**src/rtl/hawk_seek_initiator_if.sv**
```systemverilog
// Drive-side bus between the Hawk seek initiator (master) and the disk drive (slave).
interface hawk_seek_initiator_if;
    logic [8:0] cylad;
    logic       cyl_strobe;
    logic       rtzs;
    logic       addr_ack;
    logic       on_cyl;
    logic       seek_err;
    logic       adint;

    modport master (
        output cylad, cyl_strobe, rtzs,
        input  addr_ack, on_cyl, seek_err, adint
    );

    modport slave (
        input  cylad, cyl_strobe, rtzs,
        output addr_ack, on_cyl, seek_err, adint
    );
endinterface

```
**src/rtl/hawk_seek_initiator.sv**
```systemverilog
// Hawk disk seek engine: range check, strobe/ack handshake, on-cylinder wait,
// and RTZ-based retry after seek errors.
module hawk_seek_initiator #(
    parameter int unsigned MAX_CYL       = 405,
    parameter int unsigned SETUP_CYCLES  = 4,
    parameter int unsigned STROBE_CYCLES = 8,
    parameter int unsigned ACK_TIMEOUT   = 256,
    parameter int unsigned SEEK_TIMEOUT  = 1000000,
    parameter int unsigned RTZ_CYCLES    = 8,
    parameter int unsigned RETRIES       = 2
) (
    input  logic                         clk,
    input  logic                         reset_n,
    input  logic                         cmd_valid,
    input  logic [8:0]                   cmd_cyl,
    input  logic                         cmd_rtz,
    output logic                         busy,
    output logic                         done,
    output logic [2:0]                   status,
    output logic [8:0]                   cur_cyl,
    hawk_seek_initiator_if.master        drv
);

    localparam int unsigned CntW   = 20;
    localparam int unsigned RetryW = $clog2(RETRIES + 2);

    localparam logic [CntW-1:0]   SetupLast  = CntW'(SETUP_CYCLES - 1);
    localparam logic [CntW-1:0]   StrobeLast = CntW'(STROBE_CYCLES - 1);
    localparam logic [CntW-1:0]   AckLast    = CntW'(ACK_TIMEOUT - 1);
    localparam logic [CntW-1:0]   SeekLast   = CntW'(SEEK_TIMEOUT - 1);
    localparam logic [CntW-1:0]   RtzLast    = CntW'(RTZ_CYCLES - 1);
    localparam logic [8:0]        MaxCyl     = 9'(MAX_CYL);
    localparam logic [RetryW-1:0] RetryMax   = RetryW'(RETRIES);

    localparam logic [2:0] StatOk      = 3'd0;
    localparam logic [2:0] StatBadAddr = 3'd1;
    localparam logic [2:0] StatAckTo   = 3'd2;
    localparam logic [2:0] StatSeekErr = 3'd3;
    localparam logic [2:0] StatSeekTo  = 3'd4;

    typedef enum logic [2:0] {
        StIdle,
        StSetup,
        StStrobe,
        StWaitAck,
        StWaitOnCyl,
        StRtzPulse,
        StRtzWait,
        StFinish
    } state_e;

    state_e              state_q, state_d;
    logic [CntW-1:0]     cnt_q, cnt_d;
    logic [2:0]          status_q, status_d;
    logic [8:0]          cur_cyl_q, cur_cyl_d;
    logic [8:0]          cylad_q, cylad_d;
    logic [RetryW-1:0]   retry_q, retry_d;
    logic                rtz_cmd_q, rtz_cmd_d;

    // Drive inputs are asynchronous to clk; only the second-stage copies are used.
    logic [3:0] sync1_q, sync2_q;
    logic       ack_s, on_s, err_s, adint_s;

    always_ff @(posedge clk or negedge reset_n) begin
        if (!reset_n) begin
            sync1_q <= '0;
            sync2_q <= '0;
        end else begin
            sync1_q <= {drv.adint, drv.seek_err, drv.on_cyl, drv.addr_ack};
            sync2_q <= sync1_q;
        end
    end

    assign ack_s   = sync2_q[0];
    assign on_s    = sync2_q[1];
    assign err_s   = sync2_q[2];
    assign adint_s = sync2_q[3];

    always_ff @(posedge clk or negedge reset_n) begin
        if (!reset_n) begin
            state_q <= StIdle;
        end else begin
            state_q <= state_d;
        end
    end

    always_ff @(posedge clk or negedge reset_n) begin
        if (!reset_n) begin
            cnt_q     <= '0;
            status_q  <= StatOk;
            cur_cyl_q <= '0;
            cylad_q   <= '0;
            retry_q   <= '0;
            rtz_cmd_q <= 1'b0;
        end else begin
            cnt_q     <= cnt_d;
            status_q  <= status_d;
            cur_cyl_q <= cur_cyl_d;
            cylad_q   <= cylad_d;
            retry_q   <= retry_d;
            rtz_cmd_q <= rtz_cmd_d;
        end
    end

    always_comb begin
        state_d   = state_q;
        status_d  = status_q;
        cur_cyl_d = cur_cyl_q;
        cylad_d   = cylad_q;
        retry_d   = retry_q;
        rtz_cmd_d = rtz_cmd_q;
        cnt_d     = cnt_q;

        unique case (state_q)
            StIdle: begin
                if (cmd_valid) begin
                    status_d  = StatOk;
                    rtz_cmd_d = cmd_rtz;
                    if (cmd_rtz) begin
                        state_d = StRtzPulse;
                    end else if (cmd_cyl > MaxCyl) begin
                        status_d = StatBadAddr;
                        state_d  = StFinish;
                    end else begin
                        cylad_d = cmd_cyl;
                        state_d = StSetup;
                    end
                end
            end
            StSetup: begin
                if (cnt_q >= SetupLast) state_d = StStrobe;
            end
            StStrobe: begin
                if (cnt_q >= StrobeLast) state_d = StWaitAck;
            end
            StWaitAck: begin
                if (adint_s) begin
                    status_d = StatBadAddr;
                    state_d  = StFinish;
                end else if (ack_s) begin
                    state_d = StWaitOnCyl;
                end else if (cnt_q >= AckLast) begin
                    status_d = StatAckTo;
                    state_d  = StFinish;
                end
            end
            StWaitOnCyl: begin
                // seek_err wins over a coincident on_cyl
                if (err_s) begin
                    if (retry_q < RetryMax) begin
                        state_d = StRtzPulse;
                    end else begin
                        status_d = StatSeekErr;
                        state_d  = StFinish;
                    end
                end else if (on_s) begin
                    cur_cyl_d = cylad_q;
                    status_d  = StatOk;
                    state_d   = StFinish;
                end else if (cnt_q >= SeekLast) begin
                    status_d = StatSeekTo;
                    state_d  = StFinish;
                end
            end
            StRtzPulse: begin
                if (cnt_q >= RtzLast) state_d = StRtzWait;
            end
            StRtzWait: begin
                if (err_s) begin
                    status_d = StatSeekErr;
                    state_d  = StFinish;
                end else if (on_s) begin
                    cur_cyl_d = '0;
                    if (rtz_cmd_q) begin
                        status_d = StatOk;
                        state_d  = StFinish;
                    end else begin
                        retry_d = retry_q + RetryW'(1);
                        state_d = StSetup;
                    end
                end else if (cnt_q >= SeekLast) begin
                    status_d = StatSeekTo;
                    state_d  = StFinish;
                end
            end
            StFinish: begin
                retry_d = '0;
                state_d = StIdle;
            end
            default: state_d = StIdle;
        endcase

        // The ack timeout runs from the strobe rise, so STROBE->WAIT_ACK keeps counting.
        if ((state_d != state_q) && (state_q != StStrobe)) begin
            cnt_d = '0;
        end else if (cnt_q != '1) begin
            cnt_d = cnt_q + CntW'(1);
        end
    end

    always_comb begin
        busy           = 1'b0;
        done           = 1'b0;
        drv.cyl_strobe = 1'b0;
        drv.rtzs       = 1'b0;
        unique case (state_q)
            StIdle: ;
            StStrobe: begin
                busy           = 1'b1;
                drv.cyl_strobe = 1'b1;
            end
            StRtzPulse: begin
                busy     = 1'b1;
                drv.rtzs = 1'b1;
            end
            StFinish: done = 1'b1;
            default:  busy = 1'b1;
        endcase
    end

    assign status    = status_q;
    assign cur_cyl   = cur_cyl_q;
    assign drv.cylad = cylad_q;

endmodule
```
**src/flat_wrapper.sv**
```systemverilog
// flat-port wrapper written by rule: the top's interface ports become plain ports
module hawk_seek_initiator_flat 
#(
    parameter int unsigned MAX_CYL       = 405,
    parameter int unsigned SETUP_CYCLES  = 4,
    parameter int unsigned STROBE_CYCLES = 8,
    parameter int unsigned ACK_TIMEOUT   = 256,
    parameter int unsigned SEEK_TIMEOUT  = 1000000,
    parameter int unsigned RTZ_CYCLES    = 8,
    parameter int unsigned RETRIES       = 2
)
  (clk, reset_n, cmd_valid, cmd_cyl, cmd_rtz, busy, done, status, cur_cyl, drv_cylad, drv_cyl_strobe, drv_rtzs, drv_addr_ack, drv_on_cyl, drv_seek_err, drv_adint);
  hawk_seek_initiator_if drv_i ();
  input  logic clk;
  input  logic reset_n;
  input  logic cmd_valid;
  input  logic [8:0] cmd_cyl;
  input  logic cmd_rtz;
  output logic busy;
  output logic done;
  output logic [2:0] status;
  output logic [8:0] cur_cyl;
  output wire logic [$bits(drv_i.cylad)-1:0] drv_cylad;
  output wire logic [$bits(drv_i.cyl_strobe)-1:0] drv_cyl_strobe;
  output wire logic [$bits(drv_i.rtzs)-1:0] drv_rtzs;
  input wire logic [$bits(drv_i.addr_ack)-1:0] drv_addr_ack;
  input wire logic [$bits(drv_i.on_cyl)-1:0] drv_on_cyl;
  input wire logic [$bits(drv_i.seek_err)-1:0] drv_seek_err;
  input wire logic [$bits(drv_i.adint)-1:0] drv_adint;
  assign drv_cylad = drv_i.cylad;
  assign drv_cyl_strobe = drv_i.cyl_strobe;
  assign drv_rtzs = drv_i.rtzs;
  assign drv_i.addr_ack = drv_addr_ack;
  assign drv_i.on_cyl = drv_on_cyl;
  assign drv_i.seek_err = drv_seek_err;
  assign drv_i.adint = drv_adint;
  hawk_seek_initiator #(.MAX_CYL(MAX_CYL), .SETUP_CYCLES(SETUP_CYCLES), .STROBE_CYCLES(STROBE_CYCLES), .ACK_TIMEOUT(ACK_TIMEOUT), .SEEK_TIMEOUT(SEEK_TIMEOUT), .RTZ_CYCLES(RTZ_CYCLES), .RETRIES(RETRIES)) u_core (.clk(clk), .reset_n(reset_n), .cmd_valid(cmd_valid), .cmd_cyl(cmd_cyl), .cmd_rtz(cmd_rtz), .busy(busy), .done(done), .status(status), .cur_cyl(cur_cyl), .drv(drv_i));
endmodule
```
**config.mk**
```make
export PLATFORM = sky130hd
export DESIGN_NAME = hawk_seek_initiator_flat
export DESIGN_NICKNAME = d
export VERILOG_FILES = /design/src/rtl/hawk_seek_initiator_if.sv /design/src/rtl/hawk_seek_initiator.sv /design/src/flat_wrapper.sv
export SDC_FILE = /design/constraint.sdc
export NUM_CORES = 1
export LEC_CHECK = 0
export CAP_MARGIN = 20
export CORE_MARGIN = 3
export CORE_UTILIZATION = 50
export DETAILED_ROUTE_END_ITERATION = 12
export GPL_TIMING_DRIVEN = 0
export PLACE_DENSITY = 0.85
export SYNTH_ARGS = -nofsm -noshare
export SYNTH_HDL_FRONTEND = slang
export SYNTH_SLANG_ARGS = --single-unit
```
**constraint.sdc**
```tcl
create_clock -name clk -period 1.8 [get_ports clk]
set_input_delay 0.18 -clock clk [delete_from_list [all_inputs] [get_ports clk]]
set_output_delay 0.18 -clock clk [all_outputs]
set_load 0.05 [all_outputs]
```
### Yosys cells after proc, flatten, opt, wreduce, memory -nomap -nowiden

Index checks and enable logic that the tools add are counted.

* shifts and indexed selects: 0
* reductions and logical operators: 12
* multiplexer cells: 46
* add/sub/neg operators: 2
* bitwise gates (word level): 2
* div/mod/pow operators: 0
* multipliers: 0
* equality and inequality tests: 20
* $lt $le $gt $ge: 6

Operators with widths (number)
* $mux 3: 27
* $mux 20: 2
* $mux 9: 4
* $pmux 3 s8: 1
* $add 20x1->20 const B: 1
* $ge 20x2->1 const B: 1
* $ge 20x20->1 const B: 1
* $ge 20x3->1 const B: 1
* $ge 20x8->1 const B: 1
* $ne 20x20->1 const B: 1
* $pmux 9 s2: 1
* $eq 3x3->1 const B: 4
* $pmux 3 s4: 1
* $gt 9x9->1 const B: 1
* $mux 2: 4
* $ne 2x2->1 const B: 4
* $reduce_and 4->1: 2
* $eq 3x2->1 const B: 2
* $ne 3x2->1 const B: 2
* $reduce_and 6->1: 1
* $reduce_bool 2->1: 3
* $mux 1: 5
* $reduce_and 5->1: 1
* $ne 2x1->1 const B: 2
* other kinds (14): 15

* input bits: 17
* memory bits (read-only): 0
* bits in writable memories: 0
* latch bits: 0
* memories: 0
* register bits: 55

### Depth between registers and ports, before layout

* word-level depth: 8
* gate-level depth with buffers: 7

### Worst setup path before layout

No wires, ideal clock.

* path kind: register -> output
* start: reg u_core.state_q[1]
* end: out busy
* data arrival time: 2.479 ns
* cell stages (with the launch flop): 5
* buffers on the path: 1
* setup slack: -0.859 ns
* data required time: 1.620 ns
* cells stage by stage: dfrtp_1 -> clkbuf_8 -> inv_1 -> nor3_1 -> nor2_1

* word-level cells in the longest chain between the ends: 3
* elaborated cells between the ends (all ways): 4
* those cells by class: eq/ne (1); mux (1); reduce/logical (2)

RTL lines
* start: declaration: RTL line hawk_seek_initiator.sv:52 `state_e state_q, state_d;`
* start signal: assignment: RTL line hawk_seek_initiator.sv:81 `state_q <= StIdle;`
* start signal: assignment: RTL line hawk_seek_initiator.sv:83 `state_q <= state_d;`
* $eq 3x3->1 or $logic_not 3->1 (tied branches): RTL line hawk_seek_initiator.sv:206 `unique case (state_q)`
* $reduce_or 2->1 (no line) *
* $mux 1 *: RTL line hawk_seek_initiator.sv:206
* end: declaration: RTL line flat_wrapper.sv:19 `output logic busy;`

Mark *: on every way between the ends. The rest lies on a longest branch, timed or not.

### Worst setup path after layout

* start: reg u_core.cnt_q[11]
* end: reg u_core.cnt_q[14]

* word-level cells in the longest chain between the ends: 8
* elaborated cells between the ends (all ways): 23
* those cells by class: add/sub (1); order compare (4); eq/ne (2); mux (14); reduce/logical (2)

RTL lines
* start: declaration: RTL line hawk_seek_initiator.sv:53 `logic [CntW-1:0] cnt_q, cnt_d;`
* start signal: assignment: RTL line hawk_seek_initiator.sv:96 `cnt_q <= cnt_d;`
* $ge 20x20->1 or $ge 20x8->1 (tied branches): RTL line hawk_seek_initiator.sv:160, hawk_seek_initiator.sv:181, hawk_seek_initiator.sv:142
* $mux 3, on equally long branches: RTL line hawk_seek_initiator.sv:160, hawk_seek_initiator.sv:181, hawk_seek_initiator.sv:142
* $mux 3, on equally long branches: RTL line hawk_seek_initiator.sv:172, hawk_seek_initiator.sv:140, hawk_seek_initiator.sv:156
* $mux 3, on equally long branches: RTL line hawk_seek_initiator.sv:169, hawk_seek_initiator.sv:137, hawk_seek_initiator.sv:149
* $pmux 3 s8: RTL line hawk_seek_initiator.sv:114 `unique case (state_q)`
* $ne 3x3->1: RTL line hawk_seek_initiator.sv:194 `if ((state_d != state_q) && (state_q != StStrobe)) begin`
* $logic_and 1x1->1: RTL line hawk_seek_initiator.sv:194
* $mux 20 or $reduce_bool 2->1 (tied branches)

Several ways; a longest one is shown, not always the timed one. The select of a mux whose other input is x is not followed.
A chain may end at the register's enable or synchronous reset.

==> results_dict.tcl <==
set metrics [dict create \
    worst_slack_ns -0.427 \
    vias 2742 \
    tightest_slew_ns 0.663 \
    die_x_um 86.1 \
    reg2reg_from "u_core.cnt_q[11]" \
    setup_violations 25 \
    gp_congestion 0.846 \
    syn_area_um2 3210 \
    cts_tree "yes" \
    drive_gt1_share_pct 31.4 \
    timing.final.crit_share_pct 124 \
    timing.final.max_slew_violations 0 \
    detail-route-antenna-nets 0 \
    crit_chain "buf_6 > nor4_4 > buf_4 > o211ai_1 > buf_4 > a21oi_4 > a311oi_4 > buf_6 > nor4_4" \
    arrival_ns 2.45 \
    met2WireLength_um 4180 \
    cp.required_ns 2.02 \
    hold_class "in2reg" \
    synthArstFlopShare_pct 100 \
    ys_ff_latch 55 \
    drt_iter0_markers 189 \
    drt_pass1_iterations 6 \
    yosysUniqueCellTypes 60 \
    ff2ff_path_depth 9 \
    yosys_warnings 0 \
    grt_pass1_vias 2658 \
    grt.overflow.total 0 \
    finalCriticalPeriod_ns 2.23 \
    pin_count 42 \
    coreArea_um2 6060 \
    track_usage_pct 22.6 \
    hold_violations 0 \
    status "finished, violations left" \
    power.density_nw_per_um2 1430 \
    synthCells 312 \
    syn2layout_area_growth_pct 32.6 \
    path_clk_slew_ns 0.11 \
    cts-root-buf "clkbuf_8" \
    routed_via_density 6.00 \
    synth-edff-count 0 \
    clock_sinks 55 \
    dp_hpwl_um 5050 \
    p_leak_nw 1.69 \
    worst_setup_path_endpoint "u_core.cnt_q[14]" \
    met3WireLength_um 461 \
    worstSetupEndpointType "flip-flop" \
    routed.top_layer "met4" \
    clock_latency_ns 0.32 \
    drc 0 \
    path_class "reg2reg" \
    failed_checks "setup timing" \
    cts_buffers 5 \
    synth-seq-area-share_pct 42.9 \
    io_buffers 41 \
    wl_per_cell_um 18.1 \
    design.die.area_um2 7410 \
    met1_length_um 3410 \
    irDropWorstVdd_mv 1.13 \
    critical_path.startpoint_type "flip-flop" \
    maxSlewHeadroom_pct 55.8 \
    grt_setup_unrepaired "true" \
    clock.fmax_mhz 449 \
    wl_um 8260 \
    synth_nets 330 \
    max_stage_delay_ns 0.39 \
    place_ws_ns -0.521 \
    maxCapViolations 0 \
    reg2reg_to "u_core.cnt_q[14]" \
    cp_top_family "buffers and inverters" \
    htreeDepth 2 \
    num_rows 28 \
    die_h_um 86.1 \
    cp_num_buf_inv 4 \
    power.total_mw 6.06 \
    final_nets 399 \
    path_depth 9 \
    cp-startpoint "u_core.cnt_q[11]" \
    critPathSlowestCell "dfrtp_1" \
    rrSetupSlack_ns -0.43 \
    synth_top_flop_cell "dfrtp_1" \
    grt_pass1_wl_um 13200 \
    start_util_pct 52.9 \
    synth.avg_cell_area_um2 10.3 \
    antenna_found_initial 0 \
    crit_fanout 6 \
    fillers 435 \
    clock_path_buffers 2 \
    n_antenna_cell 0 \
    skew_ns 0.0131 \
    tns_ns -8.99 \
    grt_max_degree 29 \
]
## sequential cells by signal, summed over array words and instances (netlist names)
signal	count
u_core.cnt_q	20
u_core.cur_cyl	9
u_core.drv.cylad	9
u_core.retry_q	2
u_core.rtz_cmd_q	1
u_core.state_q	3
u_core.status	3
u_core.sync1_q	4
u_core.sync2_q	4
## worst min-delay path by stage
stage	startpoint	to	slack [ns]	cells past startpoint
after floorplan	reset_n	u_core.cnt_q[0]	-0.12	0
after global placement	u_core.sync1_q[1]	u_core.sync2_q[1]	0.33	0
after detailed placement	reset_n	u_core.cnt_q[5]	0.24	1
after CTS	drv_addr_ack	u_core.sync1_q[0]	0.28	1
after global routing	drv_addr_ack	u_core.sync1_q[0]	0.28	1
final	drv_addr_ack	u_core.sync1_q[0]	0.30	1
## cell families (layout without fill, tap and decap cells)
kind of cell / Yosys count / after routing / synth area share [%]
AND/OR/NAND/NOR: 153 / 153 / 31.5
AO/OA/AOI/OAI: 58 / 58 / 13.1
flip-flops: 55 / 55 / 42.9
buffers and inverters: 24 / 94 / 6.13
XOR/XNOR: 17 / 17 / 4.64
multiplexers: 4 / 4 / 1.25
adder cells (fa/ha/maj): 1 / 1 / 0.390
## metrics by stage
step / utilization, % / hold WS (ns) / instance area, um^2 / instances
3_3_place_gp: 62.1 / 0.331 / 3760 / 428
2_1_floorplan: - / -0.116 / 3260 / 312
5_1_grt: 70.2 / 0.280 / 4250 / 457
4_1_cts: 67.5 / 0.284 / 4090 / 452
6_report: 70.2 / 0.296 / 4250 / 457
3_5_place_dp: 62.3 / 0.240 / 3780 / 429
## layout make-up
type	instances	area [um^2]	share of cell area, %
buffer	16	180	4.24
clock buffer	5	68.8	1.62
clock inverter	3	22.5	0.530
inverter	6	26.3	0.618
multi-input combinational	233	1880	44.1
sequential	55	1380	32.5
tap	75	93.8	2.21
timing repair buffer	64	604	14.2
## report_power, final
part	switching, mW	total (mW)	leakage, nW	internal [mW]
Clock	0.423	0.706	0.0489	0.282
Sequential	0.293	1.83	0.708	1.53
Combinational	2.23	3.53	0.931	1.30
## metal layers
layer  GRT usage (%)  vias up
met4            7.77        0
met3            3.94       24
met2            37.7      131
met1            29.6     1326
li1                -     1261
met5               0        -
## synth_stat cells (6+ instances only)
library cell,n,area [um^2]
a211oi_1,6,45.0
a21oi_1,14,70.1
buf_6,9,101
dfrtp_1,55,1380
nand2_1,55,206
nand2b_1,6,37.5
nand3_1,10,50.1
nor2_1,15,56.3
nor3_1,8,40.0
nor4_2,21,263
o21ai_0,12,60.1
xnor2_1,14,123
## placed cells by master (no fill, tap or decap), drive strengths merged, types with 6 or more instances in the layout
cell | Yosys | final
nor3 | 9 | 9
nor4 | 26 | 26
clkbuf | 6 | 10
a211oi | 10 | 10
nor2 | 15 | 15
dfrtp | 55 | 55
nand2 | 55 | 55
inv | 6 | 7
a21oi | 15 | 15
nand2b | 6 | 6
o21ai | 13 | 13
buf | 12 | 38
nand3 | 13 | 13
clkdlybuf4s50 | 0 | 36
xnor2 | 14 | 14
## repair_timing
item	in CTS	in global routing
pin swaps	11	10
hold buffers	1	0
gates cloned	4	0
setup endpoints to repair	37	49
setup buffers	10	9
gates resized for setup	43	34
hold endpoints to repair	27	0
(Power assumes the default switching activity.)
